<file path="config.mk">
export PLATFORM = sky130hd
export DESIGN_NAME = mult_accum
export DESIGN_NICKNAME = d
export VERILOG_FILES = /design/src/rtl/mult_pkg.sv /design/src/rtl/finish_sync_edge.sv /design/src/rtl/mult_accum.sv
export SDC_FILE = /design/constraint.sdc
export NUM_CORES = 1
export LEC_CHECK = 0
export CORE_MARGIN = 2
export CORE_UTILIZATION = 35
export CTS_CLUSTER_DIAMETER = 200
export DETAILED_ROUTE_END_ITERATION = 10
export DONT_BUFFER_PORTS = 1
export PLACE_DENSITY_LB_ADDON = 0.2
export SYNTH_ARGS = -nofsm -noshare
export SYNTH_HDL_FRONTEND = slang
export SYNTH_SLANG_ARGS = --single-unit
</file>
<file path="constraint.sdc">
create_clock -name clk -period 2.9 [get_ports clk]
set_input_delay 0.29 -clock clk [delete_from_list [all_inputs] [get_ports clk]]
set_output_delay 0.29 -clock clk [all_outputs]
set_load 0.01 [all_outputs]
</file>
<file path="src/rtl/mult_pkg.sv">
// mult_pkg: shared widths and state encoding
// for the multiplier accumulator slice.
package mult_pkg;

    localparam int PROD_W  = 8;
    localparam int COUNT_W = 4;

    typedef enum logic [1:0] {
        IDLE,
        ACCUM,
        DONE
    } state_t;

endpackage

</file>
<file path="src/rtl/finish_sync_edge.sv">
// finish_sync_edge: 2-flop synchronizer for a
// self-timed Finish level plus falling-edge pulse.
module finish_sync_edge (
    input  logic clk,
    input  logic reset,
    input  logic level,
    output logic ev
);

    // sh[0], sh[1] synchronize; sh[2] is the edge reference
    logic [2:0] sh;

    // shift the asynchronous level through three stages
    always_ff @(posedge clk) begin
        if (reset) begin
            sh <= '0;
        end else begin
            sh <= {sh[1:0], level};
        end
    end

    assign ev = ~sh[1] & sh[2];

endmodule

</file>
<file path="src/rtl/mult_accum.sv">
// mult_accum: accumulates N_TERMS multiplier products
// into a saturating sum behind a valid/ready port.
module mult_accum
    import mult_pkg::*;
#(
    parameter int N_TERMS = 4,
    parameter int SUM_W   = 10
) (
    input  logic               clk,
    input  logic               reset,
    input  logic               mult_finish,
    input  logic [PROD_W-1:0]  mult_prod,
    input  logic               clear,
    input  logic               sum_ready,
    output logic               sum_valid,
    output logic [SUM_W-1:0]   sum,
    output logic [COUNT_W-1:0] count,
    output logic               overflow,
    output logic               overrun
);

    localparam logic [COUNT_W-1:0] N_LAST =
        COUNT_W'(N_TERMS);
    localparam state_t LOAD_ST =
        (N_TERMS == 1) ? DONE : ACCUM;

    logic               ev;
    logic               accept;
    logic [COUNT_W-1:0] cnt_inc;
    logic [SUM_W:0]     wide;
    state_t             state;
    state_t             state_nx;

    finish_sync_edge u_sync (
        .clk   (clk),
        .reset (reset),
        .level (mult_finish),
        .ev    (ev)
    );

    assign accept  = (state == DONE) && sum_ready;
    assign cnt_inc = count + 1'b1;
    assign wide    = {1'b0, sum} + (SUM_W+1)'(mult_prod);

    // state register
    always_ff @(posedge clk) begin
        if (reset) begin
            state <= IDLE;
        end else begin
            state <= state_nx;
        end
    end

    // next state; clear overrides events and accepts
    always_comb begin
        state_nx = state;
        if (clear) begin
            state_nx = IDLE;
        end else begin
            unique case (state)
                IDLE: begin
                    if (ev) state_nx = LOAD_ST;
                end
                ACCUM: begin
                    if (ev && cnt_inc == N_LAST)
                        state_nx = DONE;
                end
                DONE: begin
                    if (accept)
                        state_nx = ev ? LOAD_ST : IDLE;
                end
                default: state_nx = IDLE;
            endcase
        end
    end

    // result is presented whenever the FSM sits in DONE
    always_comb begin
        sum_valid = (state == DONE);
    end

    // sum, count and sticky flags
    always_ff @(posedge clk) begin
        if (reset || clear) begin
            sum      <= '0;
            count    <= '0;
            overflow <= 1'b0;
            overrun  <= 1'b0;
        end else begin
            unique case (state)
                IDLE: begin
                    if (ev) begin
                        sum   <= SUM_W'(mult_prod);
                        count <= COUNT_W'(1);
                    end
                end
                ACCUM: begin
                    if (ev) begin
                        count <= cnt_inc;
                        if (wide[SUM_W]) begin
                            sum      <= '1;
                            overflow <= 1'b1;
                        end else begin
                            sum <= wide[SUM_W-1:0];
                        end
                    end
                end
                DONE: begin
                    if (accept) begin
                        overflow <= 1'b0;
                        overrun  <= 1'b0;
                        if (ev) begin
                            sum   <= SUM_W'(mult_prod);
                            count <= COUNT_W'(1);
                        end else begin
                            sum   <= '0;
                            count <= '0;
                        end
                    end else if (ev) begin
                        overrun <= 1'b1;
                    end
                end
                default: begin
                    sum   <= '0;
                    count <= '0;
                end
            endcase
        end
    end

endmodule
</file>
==> flow_metrics.tcl <==
set metrics [dict create \
    ant_nets 0 \
    numCtsBuffers 3 \
    syn_to_final_growth_pct 6.492 \
    comb_power_share_pct 8.2 \
    fin_cells 201 \
    finalCritPeriodShare_pct 76.57 \
    rows 22 \
    postCtsHoldBufs 0 \
    tightest_slew_ns 0.8950 \
    die-area_mm2 0.004191 \
    cp_num_buf_inv 0 \
    cp_cell_sequence "ha_1 > fa_1 > a211oi_1 > o21ai_1 > o211ai_2 > nor2_4 > a221oi_1 > a21oi_1" \
    status "complete, no violations" \
    post-place-cells 197 \
    max_freq_mhz 450.3 \
    worstSetupEndpointType "flip-flop" \
    die_w_um 64.74 \
    intPower_uw 407.7 \
    port_buffers 0 \
    synth_fa_ha_area_share_pct 10.27 \
    synth_edf_count 0 \
    min_path_type "input pin to flip-flop" \
    rsz0062_at_grt "false" \
    total_leakage_power_uw 0.0005506 \
    vias 1152 \
    grt_pass1_wl_um 5244 \
    fin_hold_ws_ns 0.08408 \
    ys.warnings.count 0 \
    reg2reg_slack_ns 0.68 \
    crit_path_max_fanout 9 \
    p_sw_uw 129.4 \
    path_class "flip-flop to flip-flop" \
    clock_skew_ns 0.004494 \
    synthCells 154 \
    grt_pass1_vias 1079 \
    relSlewSlack_pct 40.33 \
    cts_resized 0 \
    ys_seq_area_share_pct 32.56 \
    cts-htree-levels 1 \
    peakVddDrop_mv 0.2226 \
    nFillCells 374 \
    ys_types 43 \
    clockBufferDepth 2 \
    routedWlPerCell_um 15.59 \
    nNetsFinal 177 \
    antenna_found_initial 0 \
    grt_max_degree 15 \
    synth_compound_area_share_pct 31.10 \
    setup_viol 0 \
    place.gp.congestion 0.9082 \
    hold_start "reset" \
    powerDensity_mw_per_mm2 390.6 \
    grt_overflow_total 0 \
    drive_gt1_share_pct 7.190 \
    period_minus_slack_ns 2.221 \
    clockPowerShare_pct 36.9 \
    synth_flop_cell "dfxtp_1" \
    synth-simple-area-share_pct 17.73 \
    pin_count 30 \
    cts_root_buf "clkbuf_8" \
    vias_per_cell 5.731 \
    grt_usage_pct 15.87 \
    postRouteWirelength_um 3133 \
    core_mm2 0.003606 \
    clk_pin_slew_worst_paths_ns 0.08 \
    cp_data_arrival_time_ns 2.37 \
    finalSetupTns_ns 0 \
    r2r-start "sum[0]" \
    switching_share_pct 24.09 \
    path_delay_family "compound AO/OA/AOI/OAI gates" \
    start_util_pct 35.81 \
    ys_ff_latch 21 \
    max-cap-violations 0 \
    hpwl_um 2304 \
    antenna_cells 0 \
    synthMuxAreaShare_pct 0.7752 \
    design_area_mm2 0.001375 \
    clkSinkCount 21 \
    crit_required_ns 3.05 \
    async_reset_ff_share_pct 0 \
    global_route.usage.met1_pct 21.41 \
    final_max_slew_viol_count 0 \
    slowest_delay_ns 0.42 \
    regArea_um2 420.4 \
    placed_area_mm2 0.001330 \
    first_iter_violations 124 \
    die_h_um 64.74 \
    synth_area_mm2 0.001291 \
    grt-busiest-layer "met2" \
    drc_errors 0 \
    multiInputGateArea_um2 834.6 \
    synth.net_count 177 \
    p_total_uw 537.1 \
    syn_avg_cell_area_um2 8.385 \
    hold_violations 0 \
    grt_use_met2_pct 24.87 \
    p_seq_share_pct 54.9 \
    synth_xor_area_share_pct 4.748 \
    cpMaxStageDelayCell "fa_1" \
    synth_top_family_by_area "compound AO/OA/AOI/OAI gates" \
    drt_first_pass_iters 4 \
    critPathLaunch "sum[0]" \
    cts_tree "built" \
    use_met3_pct 4.688 \
    clk_latency_ns 0.26 \
    startpoint_type "flip-flop" \
    post_cts_buffers 0 \
]
==> metrics by stage <==
stage | util, % | worst slack, ns
after CTS | 38.13 | 0.6558
final | 38.13 | 0.6795
after floorplan | - | 0.8543
after global placement | 36.88 | 0.7191
after global routing | 38.13 | 0.5157
after detailed placement | 36.88 | 0.6757
==> logic make-up (layout without fill, tap and decap cells) <==
group / count (synthesis) / after routing
AOI/OAI and AO/OA: 63 / 63
DFF: 21 / 21
muxes: 1 / 1
adders and majority gates: 10 / 10
and+or+nand+nor: 44 / 44
buffers and inverters: 8 / 7
xor gates and xnor gates: 7 / 7
==> synth_stat cells (all sizes together), types with 2 or more instances <==
cell / n / area [µm²]
nor2b: 5 / 31.28
xor2: 4 / 35.03
a22oi: 4 / 30.03
nand4: 2 / 18.77
a21o: 6 / 45.04
a21oi: 24 / 120.1
o21ai: 14 / 70.06
dfxtp: 21 / 420.4
nand3: 5 / 30.03
clkbuf: 3 / 11.26
o22a: 2 / 17.52
xnor2: 3 / 26.28
o211ai: 2 / 20.02
nand2: 7 / 26.28
buf: 3 / 17.52
nand2b: 2 / 12.51
ha: 9 / 112.6
nor2: 18 / 77.58
inv: 2 / 7.510
a221oi: 3 / 32.53
==> cell usage in the layout, fill, tap and decap left out, types with 4 or more instances in the layout <==
| cell | instances |
|---|---|
| dfxtp_1 | 21 |
| xor2_1 | 4 |
| ha_1 | 9 |
| a21o_1 | 6 |
| a21oi_1 | 24 |
| o21ai_1 | 9 |
| nor2_1 | 16 |
| nand2_1 | 7 |
| o21ai_0 | 5 |
| a22oi_1 | 4 |
| nand3_1 | 4 |
| nor2b_1 | 5 |
==> final cells by class <==
type	count	share of cell area (%)
clock buffers	4	3.276
repair buffers	1	0.5460
multi-input cells	125	60.69
inverters	2	0.5460
flip-flops and latches	21	30.57
well taps	48	4.368
==> path summary, 6_finish.rpt <==
path,cells after the start,endpoint
hold / removal,1,u_sync.sh[0]
hold reg to reg,1,u_sync.sh[1]
setup / recovery,8,sum[7]
setup reg to reg,8,sum[7]
==> flip-flops by register name, summed over array words and instances, names as in the netlist <==
signal and flops:
sum 10, count 4, u_sync.sh 3, state 2, overflow 1, overrun 1
==> layer usage <==
layer	wire length [µm]	vias up
met5	0	-
met4	44	0
met3	268	6
met2	1403	40
met1	1417	537
li1	-	569
==> power by group through the flow <==
stage               clock [µW]  sequential, µW  combinational (µW)
floorplan                    0             301                36.8
global placement             0             302                43.5
detailed placement           0             302                43.8
CTS                        202             295                44.1
global route               215             296                49.5
finish                     198             295                44.1
Note: power is estimated with default switching activity, not from simulation.
